### config.mk
export PLATFORM = sky130hd
export DESIGN_NAME = if_fetch_unit_flat
export DESIGN_NICKNAME = d
export VERILOG_FILES = /design/src/rtl/if_fetch_unit_pkg.sv /design/src/rtl/if_fetch_unit_if.sv /design/src/rtl/if_fetch_unit.sv /design/src/flat_wrapper.sv
export SDC_FILE = /design/constraint.sdc
export NUM_CORES = 1
export LEC_CHECK = 0
export CORE_ASPECT_RATIO = 0.7
export CORE_MARGIN = 4
export CORE_UTILIZATION = 40
export DETAILED_ROUTE_END_ITERATION = 16
export GPL_TIMING_DRIVEN = 0
export PLACE_DENSITY_LB_ADDON = 0.25
export RECOVER_POWER = 50
export SYNTH_ARGS = -nofsm -noshare
export SYNTH_HDL_FRONTEND = slang
export SYNTH_SLANG_ARGS = --single-unit
### constraint.sdc
create_clock -name clk -period 1.9 [get_ports clk]
set_input_delay 0.475 -clock clk [delete_from_list [all_inputs] [get_ports clk]]
set_output_delay 0.475 -clock clk [all_outputs]
set_load 0.01 [all_outputs]
### src/rtl/if_fetch_unit_pkg.sv
// if_fetch_unit_pkg: shared fetch-stage constants, FSM encodings and IF/ID mux selects.
package if_fetch_unit_pkg;
    localparam int PC_W = 16;
    localparam int IR_W = 19;
    localparam logic [IR_W-1:0] NOP_INSTR = '0;
    typedef logic [1:0] fetch_state_t;
    localparam fetch_state_t ST_FETCH = 2'd0;
    localparam fetch_state_t ST_HOLD  = 2'd1;
    localparam fetch_state_t ST_DROP  = 2'd2;
    localparam fetch_state_t ST_FAULT = 2'd3;
    typedef enum logic [1:0] {
        MUX_IF_PM_NORMAL = 2'b00,
        MUX_IF_PM_FLUSH  = 2'b01,
        MUX_IF_PM_FREEZE = 2'b10
    } mux_if_pm_t;
endpackage

### src/rtl/if_fetch_unit_if.sv
// if_fetch_unit_if: program-memory req/ack bus between the fetch stage and instruction memory.
interface if_fetch_unit_if #(
    parameter int PC_W = if_fetch_unit_pkg::PC_W,
    parameter int IR_W = if_fetch_unit_pkg::IR_W
) ();
    logic            imem_req;
    logic [PC_W-1:0] imem_addr;
    logic            imem_ack;
    logic [IR_W-1:0] imem_rdata;
    modport master (output imem_req, imem_addr, input imem_ack, imem_rdata);
    modport slave (input imem_req, imem_addr, output imem_ack, imem_rdata);
endinterface

### src/rtl/if_fetch_unit.sv
// if_fetch_unit: owns the PC, fetches over req/ack, honours stall/redirect and never presents stale instructions.
module if_fetch_unit #(
    parameter int              PC_W          = if_fetch_unit_pkg::PC_W,
    parameter int              IR_W          = if_fetch_unit_pkg::IR_W,
    parameter logic [PC_W-1:0] RESET_PC      = '0,
    parameter int              FETCH_TIMEOUT = 15
) (
    input  logic                  clk,
    input  logic                  reset,
    input  logic                  stall,
    input  logic                  redirect_en,
    input  logic [PC_W-1:0]       redirect_pc,
    if_fetch_unit_if.master       imem,
    output logic [PC_W-1:0]       PC_Out,
    output logic [IR_W-1:0]       IR_IF,
    output logic                  if_valid,
    output logic                  fetch_fault
);
    import if_fetch_unit_pkg::*;
    localparam int TW = $clog2(FETCH_TIMEOUT + 1);
    fetch_state_t    r_state;
    logic [PC_W-1:0] r_pc, r_req_addr, r_sk_pc, r_pc_out;
    logic [IR_W-1:0] r_sk_ir, r_ir;
    logic            r_valid, r_fault;
    logic [TW-1:0]   r_tcnt;
    logic            w_req, w_ack, w_wait, w_timeout;
    assign w_req     = (r_state == ST_FETCH) || (r_state == ST_DROP);
    assign w_ack     = w_req && imem.imem_ack;
    assign w_wait    = w_req && !imem.imem_ack;
    assign w_timeout = w_wait && (r_tcnt == TW'(FETCH_TIMEOUT - 1));
    assign imem.imem_req  = w_req;
    assign imem.imem_addr = r_req_addr;
    assign PC_Out      = r_pc_out;
    assign IR_IF       = r_ir;
    assign if_valid    = r_valid;
    assign fetch_fault = r_fault;
    always_ff @(posedge clk) begin
        if (reset) begin
            r_state    <= ST_FETCH;
            r_pc       <= RESET_PC;
            r_req_addr <= RESET_PC;
            r_pc_out   <= '0;
            r_ir       <= NOP_INSTR;
            r_valid    <= 1'b0;
            r_fault    <= 1'b0;
            r_tcnt     <= '0;
            r_sk_pc    <= '0;
            r_sk_ir    <= NOP_INSTR;
        end else if (r_state == ST_FAULT) begin
            r_tcnt <= '0;
        end else if (w_timeout) begin
            r_state <= ST_FAULT;
            r_fault <= 1'b1;
            r_ir    <= NOP_INSTR;
            r_valid <= 1'b0;
            r_tcnt  <= '0;
        end else begin
            r_tcnt <= w_wait ? r_tcnt + TW'(1) : '0;
            if (redirect_en) begin
                // an unacked request must still complete at its old address before refetching
                r_pc       <= redirect_pc;
                r_pc_out   <= '0;
                r_ir       <= NOP_INSTR;
                r_valid    <= 1'b0;
                r_sk_pc    <= '0;
                r_sk_ir    <= NOP_INSTR;
                r_state    <= w_wait ? ST_DROP : ST_FETCH;
                r_req_addr <= w_wait ? r_req_addr : redirect_pc;
            end else begin
                case (r_state)
                    ST_FETCH: begin
                        if (w_ack) begin
                            r_pc       <= r_pc + PC_W'(1);
                            r_req_addr <= r_pc + PC_W'(1);
                            if (stall) begin
                                r_sk_pc <= r_req_addr;
                                r_sk_ir <= imem.imem_rdata;
                                r_state <= ST_HOLD;
                            end else begin
                                r_pc_out <= r_req_addr;
                                r_ir     <= imem.imem_rdata;
                                r_valid  <= 1'b1;
                            end
                        end else if (!stall) begin
                            r_pc_out <= r_req_addr;
                            r_ir     <= NOP_INSTR;
                            r_valid  <= 1'b0;
                        end
                    end
                    ST_HOLD: begin
                        if (!stall) begin
                            r_pc_out <= r_sk_pc;
                            r_ir     <= r_sk_ir;
                            r_valid  <= 1'b1;
                            r_state  <= ST_FETCH;
                        end
                    end
                    ST_DROP: begin
                        if (w_ack) begin
                            r_req_addr <= r_pc;
                            r_state    <= ST_FETCH;
                        end
                    end
                    default: r_state <= ST_FAULT;
                endcase
            end
        end
    end
endmodule
### src/flat_wrapper.sv
// flat-port wrapper written by rule: the top's interface ports become plain ports
module if_fetch_unit_flat import if_fetch_unit_pkg::*;
#(
    parameter int              PC_W          = if_fetch_unit_pkg::PC_W,
    parameter int              IR_W          = if_fetch_unit_pkg::IR_W,
    parameter logic [PC_W-1:0] RESET_PC      = '0,
    parameter int              FETCH_TIMEOUT = 15
)
  (clk, reset, stall, redirect_en, redirect_pc, PC_Out, IR_IF, if_valid, fetch_fault, imem_imem_req, imem_imem_addr, imem_imem_ack, imem_imem_rdata);
  if_fetch_unit_if #(.PC_W(PC_W), .IR_W(IR_W)) imem_i ();
  input  logic clk;
  input  logic reset;
  input  logic stall;
  input  logic redirect_en;
  input  logic [PC_W-1:0] redirect_pc;
  output logic [PC_W-1:0] PC_Out;
  output logic [IR_W-1:0] IR_IF;
  output logic if_valid;
  output logic fetch_fault;
  output wire logic [$bits(imem_i.imem_req)-1:0] imem_imem_req;
  output wire logic [$bits(imem_i.imem_addr)-1:0] imem_imem_addr;
  input wire logic [$bits(imem_i.imem_ack)-1:0] imem_imem_ack;
  input wire logic [$bits(imem_i.imem_rdata)-1:0] imem_imem_rdata;
  assign imem_imem_req = imem_i.imem_req;
  assign imem_imem_addr = imem_i.imem_addr;
  assign imem_i.imem_ack = imem_imem_ack;
  assign imem_i.imem_rdata = imem_imem_rdata;
  if_fetch_unit #(.PC_W(PC_W), .IR_W(IR_W), .RESET_PC(RESET_PC), .FETCH_TIMEOUT(FETCH_TIMEOUT)) u_core (.clk(clk), .reset(reset), .stall(stall), .redirect_en(redirect_en), .redirect_pc(redirect_pc), .imem(imem_i), .PC_Out(PC_Out), .IR_IF(IR_IF), .if_valid(if_valid), .fetch_fault(fetch_fault));
endmodule
==> qor.yml, run 1 <==
outcome: "complete, but fails checks"
violations: "setup timing"
synth.avg_cell_area_um2: 8.75
avgRoutedWirePerCell_um: 19.3
fmax_mhz: 514
r2r-end: "u_core.imem.imem_addr[8]"
cp-start-kind: "flip-flop"
pre_cts_ws_ns: -0.819
register_area_um2: 2210
nFillCells: 1065
tightest_slew_ns: 0.776
r2r_slack_ns: -0.04
track_usage_pct: 22.0
first_pass_iters: 7
synth_edf_count: 0
pin_count: 94
skew_ns: 0.00933
multi_input_area_um2: 3110
h-tree-depth: 3
drive_gt1_share_pct: 23.0
grt_setup_unrepaired: "yes"
fin_nets: 780
leakage_nw: 2.73
arrival_ns: 2.21
cap_violations: 0
drc: 0
synth_ff_type: "dfxtp_1"
grt_pass1_wl_um: 26800
drt-initial-drc-count: 414
final_cell_area_um2: 7430
required_ns: 2.17
dpl.hpwl_um: 12300
antenna_cells: 0
crit_fanout: 6
place_area_um2: 6390
clock_latency_ns: 0.35
fp.dieW_um: 145
synth_area_leaders: "dfxtp_1 (42%), mux2i_1 (7.2%), a22oi_1 (6.0%)"
setup_slack_ns: -0.0446
setup_viol: 4
async_flop_share_pct: 0
grt_max_degree: 21
yosys.area.top_type: "dfxtp_1"
slew_headroom_pct: 48.2
critPathLaunch: "u_core.r_state[0]"
worstSetupEndpoint: "u_core.imem.imem_addr[8]"
gp_congestion: 0.916
postCtsHoldBufs: 0
clkSinkCount: 110
via_per_inst: 5.78
ant_nets: 0
ys_types: 65
dieArea_um2: 15100
rows: 34
synth-warning-count: 0
cts_tree: "built"
yosysTopAreaCellShare_pct: 41.8
synth_cells: 602
syn-cell-area_um2: 5270
dr_total_vias: 5199
clkTransAtPathRegs_ns: 0.08
cts-root-buf: "clkbuf_16"
grt_overflow: 0
hold_viol: 0
r2r_cells: 9
antenna_found_initial: 0
power_density_nw_per_um2: 800
hp-class: "flip-flop to flip-flop"
cts_inserted_buffers: 9
slew_violations: 0
crit_type: "flip-flop to flip-flop"
routed_wl_um: 17300
first_global_vias: 5009
seq_area_frac_synth_pct: 41.8
irDropWorstVdd_v: 0.000523
cp-end-kind: "flip-flop"
finalCritPeriodShare_pct: 102
r2r-start: "u_core.r_state[0]"
areaGrowthSynthToFinish_pct: 41.0
min_period_ns: 1.94
synth.net_count: 649
synth-seq-cells: 110
dieHeight_um: 104
cts_buffer_depth: 2
fp.coreArea_um2: 12600
io_buffers: 91
initial_utilization_pct: 41.7
## cell usage in the layout, fill, tap and decap left out, types with 4 or more instances in the layout
cell type,count
a22oi_2,12
clkbuf_16,9
dfxtp_1,107
o21ai_2,6
xnor2_1,5
or3_1,8
nor3_1,7
a22oi_1,30
a21oi_1,30
o31ai_1,5
o2bb2ai_1,13
buf_6,26
xor2_1,9
nand2_1,63
mux2i_1,38
o21a_1,4
buf_4,31
nand4_1,4
clkbuf_1,11
a21oi_2,11
a31oi_1,7
clkbuf_2,6
nor2_1,63
o21ai_0,15
clkdlybuf4s50_1,63
or3_4,10
nand3_1,9
dlygate4sd3_1,26
buf_2,9
inv_1,7
o2bb2ai_2,6
## timing repair
action	CTS	global route
buffers inserted	16	11
gates resized for setup	66	93
setup endpoints to repair	105	101
gates cloned	2	2
pin swaps	27	37
## through the flow
stage	cells	hold WS, ns	power (mW)	util (%)	TNS, ns
6_report	900	0.430	5.94	58.8	-0.107
5_1_grt	900	0.446	6.19	58.8	-1.49
4_1_cts	888	0.463	5.82	55.5	-0.130
3_5_place_dp	855	0.451	3.67	50.6	-64.35
3_3_place_gp	855	0.441	3.65	50.6	-59.73
2_1_floorplan	602	0.430	3.21	-	0
## where the power goes
part	internal [mW]	switching, mW	total (mW)
clock	1.10	0.939	2.04
sequential	2.41	0.108	2.52
combinational	0.657	0.728	1.39
total	4.17	1.78	5.94
## kinds of logic after synthesis
logic type	count (synthesis)	share of synthesized area, %
compound gates	175	23.3
mux	38	7.22
simple gates	195	17.8
xor+xnor	15	2.50
fa+ha+maj	7	1.66
flops	110	41.8
buf+inv	62	5.63
## state kept, by name, indices dropped and copies added, names as in the netlist
name / flops
u_core.IR_IF: 19
u_core.PC_Out: 16
u_core.fetch_fault: 1
u_core.if_valid: 1
u_core.imem.imem_addr: 16
u_core.r_pc: 16
u_core.r_sk_ir: 19
u_core.r_sk_pc: 16
u_core.r_state: 2
u_core.r_tcnt: 4
## worst min path at each step
stage | cells past startpoint | slack (ns) | endpoint | from
finish | 1 | 0.43 | u_core.r_tcnt[0] | u_core.r_tcnt[0]
detailed placement | 1 | 0.45 | u_core.IR_IF[0] | u_core.IR_IF[0]
global route | 1 | 0.45 | u_core.r_tcnt[0] | u_core.r_tcnt[0]
CTS | 2 | 0.46 | u_core.PC_Out[1] | u_core.PC_Out[1]
floorplan | 1 | 0.43 | u_core.r_tcnt[0] | u_core.r_tcnt[0]
global placement | 2 | 0.44 | u_core.PC_Out[8] | u_core.PC_Out[8]
## layer usage
metal / GRT usage [%] / vias up / wire length (um)
met4: 7.11 / 0 / 289
met1: 30.1 / 2531 / 7940
met5: 0 / - / 0
li1: - / 2437 / -
met2: 33.5 / 207 / 7730
met3: 6.18 / 24 / 1370
## area by class of cell
type,count,area share (%)
Sequential cell,110,29.8
Clock inverter,6,1.20
Clock buffer,10,3.22
Buffer,50,4.68
Tap cell,162,2.73
Timing Repair Buffer,122,16.0
Multi-Input combinational cell,430,41.9
Inverter,10,0.590
## cells in the mapped netlist (all sizes together), types with 3 or more instances
master	instances
o21ai	26
a22o	3
nand3	12
xnor2	5
nand4	5
inv	9
nor4	5
o21a	4
nor3	9
o31ai	5
o2bb2ai	19
o41ai	3
buf	35
clkbuf	17
a22oi	42
xor2	10
nand2b	4
mux2i	38
nor2	64
or3	18
a31oi	7
ha	7
dfxtp	110
and4	3
nand2	63
a21oi	43
a311oi	3
## worst max-delay path: stages (launching register included)
cell,delay [ns]
dfxtp_4,0.37
inv_4,0.05
ha_4,0.16
buf_6,0.13
or3b_4,0.39
a21oi_4,0.19
buf_6,0.17
buf_6,0.12
o21bai_1,0.08
a41oi_1,0.19
Note: power is estimated with default switching activity, not from simulation.
==> run 2, diff against run 1 <==
--- a/config.mk
+++ b/config.mk
@@ -5,9 +5,12 @@
 export SDC_FILE = /design/constraint.sdc
 export NUM_CORES = 1
 export LEC_CHECK = 0
+export CAP_MARGIN = 10
+export CELL_PAD_IN_SITES_DETAIL_PLACEMENT = 1
+export CELL_PAD_IN_SITES_GLOBAL_PLACEMENT = 1
 export CORE_ASPECT_RATIO = 0.7
 export CORE_MARGIN = 4
-export CORE_UTILIZATION = 40
+export CORE_UTILIZATION = 36
 export DETAILED_ROUTE_END_ITERATION = 16
 export GPL_TIMING_DRIVEN = 0
 export PLACE_DENSITY_LB_ADDON = 0.25
==> run 2 against run 1 <==
  * The flow still finishes with violations (setup timing)
  * Hold slack gained 0.0068 ns
  * Routed wire length is 19% higher
  * Cell area increased by 0.57%
  * Cell count increased by 2.8%
  * Register-to-register slack got worse by 0.06 ns
  * Largest power group unchanged
  * Clock skew rose by 0.0041 ns
  * Sequential power about the same
  * Total power hardly changed
  * Fmax is 2.8% lower
  * Critical path type unchanged
  * Global-route usage rose by 0.63 points
  * First-iteration DRC count decreased by 14%
  * Clock-buffer cell count unchanged
==> qor.yml, run 2 (synthesis gave the netlist of run 1 again) <==
internal-power_mw: 4.06
track_usage_pct: 22.6
ant_nets: 0
tightest_slew_ns: 0.729
cts_tree: "built"
grt_setup_unrepaired: "yes"
avgRoutedWirePerCell_um: 22.2
holdWs_ns: 0.437
setup_slack_ns: -0.101
fmax_mhz: 500
clock_latency_ns: 0.35
antenna_found_initial: 0
outcome: "complete, but fails checks"
dr_total_vias: 5360
met3_length_um: 1070
postCtsHoldBufs: 0
final_cell_area_um2: 7470
fp.dieW_um: 153
crit_type: "flip-flop to flip-flop"
p_clk_share_pct: 32.6
irDropWorstVdd_v: 0.000529
crit_fanout: 9
antenna_cells: 0
violations: "setup timing"
r2r_cells: 10
routed_wl_um: 20500
gp_congestion: 0.838
slew_headroom_pct: 51.4
cts_buffer_depth: 2
finalCritPeriodShare_pct: 105
clkTransAtPathRegs_ns: 0.09
initial_utilization_pct: 37.3
h-tree-depth: 3
required_ns: 2.19
final_cells: 925
drt-initial-drc-count: 354
drive_gt1_share_pct: 22.4
clkSinkCount: 110
cp-start-kind: "flip-flop"
grt_overflow: 0
first_pass_iters: 5
dr_wl_met2_um: 9920
min_period_ns: 2.00
via_per_inst: 5.79
power_density_nw_per_um2: 796
fp.coreArea_um2: 14100
dieHeight_um: 109
fin_nets: 777
dieArea_um2: 16700
io_buffers: 91
first_global_vias: 5455
dpl.hpwl_um: 13600
hold_viol: 0
grt_pass1_wl_um: 30000
pre_cts_ws_ns: -0.789
final_common_cell: "dfxtp_1"
grt_max_degree: 21
cap_violations: 0
rows: 36
maxUsedRoutingLayer: "met4"
skew_ns: 0.0135
slew_violations: 0
hp-class: "flip-flop to flip-flop"
seqPwrFrac_pct: 42.5
cts_inserted_buffers: 9
p_sw_share_pct: 31.6
pin_count: 94
areaGrowthSynthToFinish_pct: 41.8
leakage_nw: 2.62
setup_viol: 27
final_cell_mix: "dfxtp_1 (105), clkdlybuf4s50_1 (88), nor2_1 (62), nand2_1 (62), mux2i_1 (37)"
dp.cells: 883
cts-root-buf: "clkbuf_16"
cp-end-kind: "flip-flop"
arrival_ns: 2.29
drc: 0
tns_ns: -0.931
p_comb_share_pct: 24.9
nFillCells: 1585
wl_met1_um: 8990
worstHoldPathCells: 1
p_sw_mw: 1.88
place_area_um2: 6420
[run 2: changes by cell type in the layout (fill, tap and decap cells not counted), moves of 3 or more]
cell and change:
dlygate4sd3_1 -26, clkdlybuf4s50_1 +25, buf_6 -9, o2bb2ai_1 +6
o2bb2ai_2 -6, buf_8 +5, a21oi_1 -4, a22oi_1 +4
a22oi_2 -4, a21oi_2 +3, clkinv_4 +3, dfxtp_2 +3
[run 2: metal layers]
layer,vias to the layer above,GRT usage [%]
li1,2430,-
met1,2689,29.9
met2,198,37.8
met3,43,4.64
met4,0,6.61
met5,-,0
[run 2: power by group through the flow]
stage	clock [mW]	combinational (mW)	sequential, mW
final	1.94	1.48	2.53
after global routing	2.04	1.57	2.54
after CTS	1.95	1.29	2.52
after detailed placement	0	1.13	2.57
after global placement	0	1.10	2.56
after floorplan	0	0.646	2.56
[run 2: through the flow]
step | utilization, % | power [mW]
finish | 53.0 | 5.94
global route | 53.0 | 6.14
CTS | 50.0 | 5.75
detailed placement | 45.6 | 3.70
global placement | 45.6 | 3.67
floorplan | - | 3.21
[run 2: final timing paths]
| path | from | to | slack, ns |
|---|---|---|---|
| min | u_core.r_tcnt[0] | u_core.r_tcnt[0] | 0.44 |
| max | u_core.r_state[0] | u_core.imem.imem_addr[2] | -0.10 |
| min reg2reg | u_core.r_tcnt[0] | u_core.r_tcnt[0] | 0.44 |
| max reg2reg | u_core.r_state[0] | u_core.imem.imem_addr[2] | -0.10 |
[run 2: final cells by class]
| cell class | count | area (um2) | share of cell area [%] |
|---|---|---|---|
| clock buffers | 10 | 239 | 3.20 |
| flip-flops and latches | 110 | 2210 | 29.6 |
| inverters | 10 | 47.5 | 0.637 |
| well taps | 190 | 238 | 3.18 |
| clock inverters | 6 | 62.6 | 0.838 |
| repair buffers | 118 | 1150 | 15.4 |
| plain buffers | 51 | 390 | 5.23 |
| multi-input cells | 430 | 3130 | 41.9 |
[run 2: repair_timing]
item,4_1_cts,5_1_grt
buffers inserted,12,13
pin swaps,16,41
gates resized for setup,71,96
endpoints found under the setup margin,106,95
gates cloned,0,2
[run 2: worst max-delay path, stage by stage (launching register included)]
cell and delay, ns:
dfxtp_2 0.38, inv_4 0.06, ha_4 0.17, buf_6 0.13, or3b_4 0.40, a21oi_4 0.16, buf_12 0.15, buf_8 0.14
buf_4 0.13, nand2_1 0.09, a21oi_2 0.12
==> patch 1: new RTL, settings of run 1 <==
Compare `r_tcnt` against `TW'(FETCH_TIMEOUT - 1)` with >= in place of ==.
--- a/src/rtl/if_fetch_unit.sv
+++ b/src/rtl/if_fetch_unit.sv
@@ -27,7 +27,7 @@
     assign w_req     = (r_state == ST_FETCH) || (r_state == ST_DROP);
     assign w_ack     = w_req && imem.imem_ack;
     assign w_wait    = w_req && !imem.imem_ack;
-    assign w_timeout = w_wait && (r_tcnt == TW'(FETCH_TIMEOUT - 1));
+    assign w_timeout = w_wait && (r_tcnt >= TW'(FETCH_TIMEOUT - 1));
     assign imem.imem_req  = w_req;
     assign imem.imem_addr = r_req_addr;
     assign PC_Out      = r_pc_out;
Behaviour: no difference found for any inputs over 4 cycles, from zero or initial values and one cycle with reset high; that may be too few to reach the edited logic, so the function may still have changed.
==> patch 1 against run 1 <==
- the flow still finishes with violations (setup timing)
- count of clock-buffer cells in the layout down 1
- combinational power grew 18%
- maximum frequency shrank 5.6%
- utilization rose by 0.93 points
- global-route usage increased by 1.3 points
- synthesized area increased by 6.8%
- cell count up 6.2%
- setup slack worse by 0.11 ns
- routed wire length rose by 11%
- sequential cell count stayed put
- synthesized cell count rose by 2.7%
- design area is 8.1% higher
- total power grew 1.5%
- critical endpoint is now u_core.IR_IF[11]$_SDFFE_PP0P_
- largest cell class unchanged
==> patch 1: results (changes against run 1) <==
metric,value,unit,change
setup_viol,76,,+72
layout.nets,815,,+4.5%
worst_pin_slew,0.660,ns,-0.116 ns
finClkSkew,0.00751,ns,-0.00182 ns
slowest_stage,dfxtp_4,,
r2r_cells,7,,-2
nFillCells,1145,,+7.5%
route.met2.wl,8230,um,+6.5%
ys_warn_count,0,,unchanged
whs,0.486,ns,+0.0563 ns
yosys-top-cells-area,"dfxtp_1 (39%), mux2i_1 (9.8%), a22o_1 (5.8%)",,
synth-seq-area-share,0.392,,-0.0267
track_usage,0.233,,+0.0129
vias,5598,,+7.7%
met3_length,1640,um,+20%
dp_hpwl,13100,um,+5.8%
yosysUniqueCellTypes,68,,+4.6%
tns,-5.99,ns,-5.89 ns
grt_pass1_wl,29600,um,+10%
power.leakage,3.08,nW,+13%
fin_ws,-0.159,ns,-0.114 ns
wl_per_cell,20.1,um,+4.4%
max-vdd-ir-drop,0.000439,V,-16%
wl_met1,8990,um,+13%
io_buffers,93,,+2.2%
place_ws,-1.02,ns,-0.203 ns
grt_pass1_vias,5385,,+7.5%
grt_max_degree,20,,-4.8%
critPathMaxFanout,7,,+1
synth_common_cells,"dfxtp_1 (110), mux2i_1 (55), nor2_1 (50)",,
worstPathArrival,2.30,ns,+0.09 ns
drt-initial-drc-count,443,,+7.0%
drive_above_1_share,0.237,,+0.00700
crit_family,simple AND/OR/NAND/NOR gates,,
drt-pass1-iter-count,5,,-2
gp_congestion,0.919,,+0.33%
synth_nets,666,,+2.6%
outcome,finished with violations,,
violations,setup timing,,
## patch 1: changes by cell type in the layout (fill, tap and decap cells not counted), sizes merged, moves of 16 or more
cell           before  now
dlygate4sd3        26    0
a21oi              43   26
a22oi              42    1
mux2i              38   55
clkdlybuf4s50      63   88
o2bb2ai            19    2
nand2              63   35
a22o                3   37
mux2                0   20
or3                18    2
nor3                9   25
nor2b               2   21
## patch 1: where the power goes
group          total, mW  leakage (nW)  switching, mW  internal [mW]
Combinational       1.64          2.05          0.816          0.822
Sequential          2.55         0.898          0.120           2.43
Clock               1.85         0.132          0.938          0.910
## patch 1: final cells by class
cell class,count,area [sq um],area share
Buffer,51,368,0.0458
Inverter,14,62.6,0.00779
Clock buffer,9,225,0.0281
Timing Repair Buffer,143,1410,0.175
Sequential cell,110,2210,0.276
Multi-Input combinational cell,438,3460,0.431
Tap cell,185,231,0.0288
Clock inverter,6,60.1,0.00748
## patch 1: cell families (layout without fill, tap and decap cells)
| group | after synthesis | count (layout) | share of synthesized area |
|---|---|---|---|
| simple gates | 194 | 194 | 0.177 |
| compound gates | 153 | 153 | 0.206 |
| flops | 110 | 110 | 0.392 |
| mux | 75 | 75 | 0.138 |
| buf+inv | 70 | 223 | 0.0572 |
| fa+ha+maj | 8 | 8 | 0.0178 |
| xor+xnor | 8 | 8 | 0.0125 |
## patch 1: worst paths after layout
kind | from | endpoint
max | u_core.r_state[1]$_SDFFE_PP0P_ | u_core.IR_IF[11]$_SDFFE_PP0P_
min | u_core.r_sk_pc[14]$_SDFFE_PP0P_ | u_core.r_sk_pc[14]$_SDFFE_PP0P_
max reg2reg | u_core.r_state[1]$_SDFFE_PP0P_ | u_core.IR_IF[11]$_SDFFE_PP0P_
min reg2reg | u_core.r_sk_pc[14]$_SDFFE_PP0P_ | u_core.r_sk_pc[14]$_SDFFE_PP0P_
## patch 1: metrics by stage
step | std cells | area, sq um | power (mW)
after detailed placement | 896 | 6870 | 3.82
after global routing | 956 | 8030 | 6.25
after CTS | 945 | 7740 | 5.91
after floorplan | 618 | 5710 | 3.33
after global placement | 896 | 6870 | 3.80
final | 956 | 8030 | 6.03
## patch 1: layer usage
| layer | GRT usage | vias to the layer above |
|---|---|---|
| li1 | - | 2585 |
| met1 | 0.340 | 2712 |
| met2 | 0.343 | 261 |
| met3 | 0.0511 | 40 |
| met4 | 0.0646 | 0 |
| met5 | 0 | - |
## patch 1: repair_timing
item,CTS,global route
setup endpoints to repair,111,107
hold buffers,0,0
resized for setup,104,60
pin swaps,49,30
cloned,6,1
setup buffers,31,15
==> patch 2: new RTL, settings of run 1 <==
Made on the original files. `FETCH_TIMEOUT` is set to 15 in 2 places; all go to 30.
--- a/src/rtl/if_fetch_unit.sv
+++ b/src/rtl/if_fetch_unit.sv
@@ -3,7 +3,7 @@
     parameter int              PC_W          = if_fetch_unit_pkg::PC_W,
     parameter int              IR_W          = if_fetch_unit_pkg::IR_W,
     parameter logic [PC_W-1:0] RESET_PC      = '0,
-    parameter int              FETCH_TIMEOUT = 15
+    parameter int              FETCH_TIMEOUT = 30
 ) (
     input  logic                  clk,
     input  logic                  reset,
--- a/src/flat_wrapper.sv
+++ b/src/flat_wrapper.sv
@@ -4,7 +4,7 @@
     parameter int              PC_W          = if_fetch_unit_pkg::PC_W,
     parameter int              IR_W          = if_fetch_unit_pkg::IR_W,
     parameter logic [PC_W-1:0] RESET_PC      = '0,
-    parameter int              FETCH_TIMEOUT = 15
+    parameter int              FETCH_TIMEOUT = 30
 )
   (clk, reset, stall, redirect_en, redirect_pc, PC_Out, IR_IF, if_valid, fetch_fault, imem_imem_req, imem_imem_addr, imem_imem_ack, imem_imem_rdata);
   if_fetch_unit_if #(.PC_W(PC_W), .IR_W(IR_W)) imem_i ();
Check against the original RTL: same outputs for any inputs over 4 cycles, from zero or initial values and one cycle with reset high; that may be too few to reach the edited logic, so the function may still have changed.
==> patch 2 against run 1 <==
- the flow still finishes with violations (setup timing)
- synthesized area is 2.0% higher
- setup slack better by 0.024 ns
- largest power group unchanged
- total power decreased by 3.3%
- synthesized cell count grew 1.3%
- combinational power decreased by 9%
- routed wire length down 0.12%
- first-iteration DRC count fell by 4.3%
- design area fell by 0.76%
- largest cell class unchanged
- sequential share of layout area increased by 0.62 points
- non-clock buffer count is 9 lower
- critical path type unchanged
- sequential cell count rose by 1
==> patch 2: results (changes against run 1) <==
metric,value,unit,change
critPathMaxFanout,10,,+4
grt_max_degree,22,,+4.8%
io_buffers,93,,+2.2%
swShare,0.307,,+0.00855
nFillCells,1190,,+12%
rrSetupSlack,-0.02,ns,+0.02 ns
grtUsageMet3,0.0507,,-0.0111
r2r_cells,8,,-1
layout.nets,779,,-0.13%
r2r-end,u_core.if_valid$_SDFFE_PP0P_,,
final_area,7370,sq um,-0.76%
grt_pass1_vias,4979,,-0.60%
place_ws,-0.950,ns,-0.131 ns
met3_length,1510,um,+10%
synth-seq-area-share,0.414,,-0.00446
finClkSkew,0.0147,ns,+0.00541 ns
synth-xor-area-share,0.0245,,-0.000488
whs,0.434,ns,+0.00388 ns
grt_pass1_wl,27000,um,+0.69%
dp_hpwl,12200,um,-1.1%
synth-compound-area-share,0.205,,-0.0288
cts_resized,75,,+14%
drt_wl_total,17300,um,-0.12%
dp.cells,869,,+1.6%
setup_viol,3,,-1
critical_path.startpoint,u_core.r_state[0]$_SDFFE_PP0P_,,
powerDensity,780,nW/um^2,-2.5%
post_cts_buffers,10,,-6
drt-pass1-iter-count,5,,-2
antenna-diode-count,0,,unchanged
yosysUniqueCellTypes,58,,-11%
synth_common_cells,"dfxtp_1 (111), nand2_1 (65), nor2_1 (58)",,
synth.avg_cell_area,8.80,sq um,+0.66%
max-vdd-ir-drop,0.000568,V,+8.5%
drive_above_1_share,0.209,,-0.0214
gp_congestion,0.915,,-0.11%
post_dp_cell_area,6530,sq um,+2.2%
fin_ws,-0.0208,ns,+0.0238 ns
grtUsageMet1,0.321,,+0.0199
slew_headroom,0.640,,+0.157
tns,-0.0464,ns,+0.0605 ns
drt-initial-drc-count,396,,-4.3%
route.met2.wl,7310,um,-5.4%
vias,5190,,-0.17%
synth_nets,657,,+1.2%
outcome,finished with violations,,
wl_met1,8210,um,+3.4%
wl_per_cell,19.2,um,-0.45%
synth.area.mux_share,0.107,,+0.0347
power.leakage,2.77,nW,+1.5%
violations,setup timing,,
synth-adder-area-share,0.0163,,-0.000326
yosys-top-cells-area,"dfxtp_1 (41%), mux2i_1 (6.7%), a22o_1 (5.9%)",,
cts_buffers,9,,unchanged
track_usage,0.218,,-0.00140
combinationalPowerShare,0.221,,-0.012
## patch 2: cell count changes after synthesis, sizes merged, moves of 4 or more
cell and change:
nor4 +5, nor2 -5, nand3 +18, a22oi -38, a21oi +8, mux2 +19, o2bb2ai -19, clkbuf +5
a221oi +4, or3 -17, buf -5, a22o +33
## patch 2: cell type report
| class | instances | area share |
|---|---|---|
| flip-flops and latches | 111 | 0.304 |
| inverters | 7 | 0.00424 |
| clock buffers | 9 | 0.0306 |
| well taps | 166 | 0.0282 |
| plain buffers | 47 | 0.0472 |
| multi-input cells | 440 | 0.418 |
| clock inverters | 7 | 0.00951 |
| repair buffers | 116 | 0.158 |
## patch 2: worst max-delay path: stages, from the launching register on
cell and delay [ns]:
dfxtp_4 0.37, inv_2 0.06, ha_4 0.18, clkbuf_4 0.20
o21ai_4 0.22, a21oi_2 0.12, buf_4 0.20, nor4_2 0.35
a211oi_2 0.08
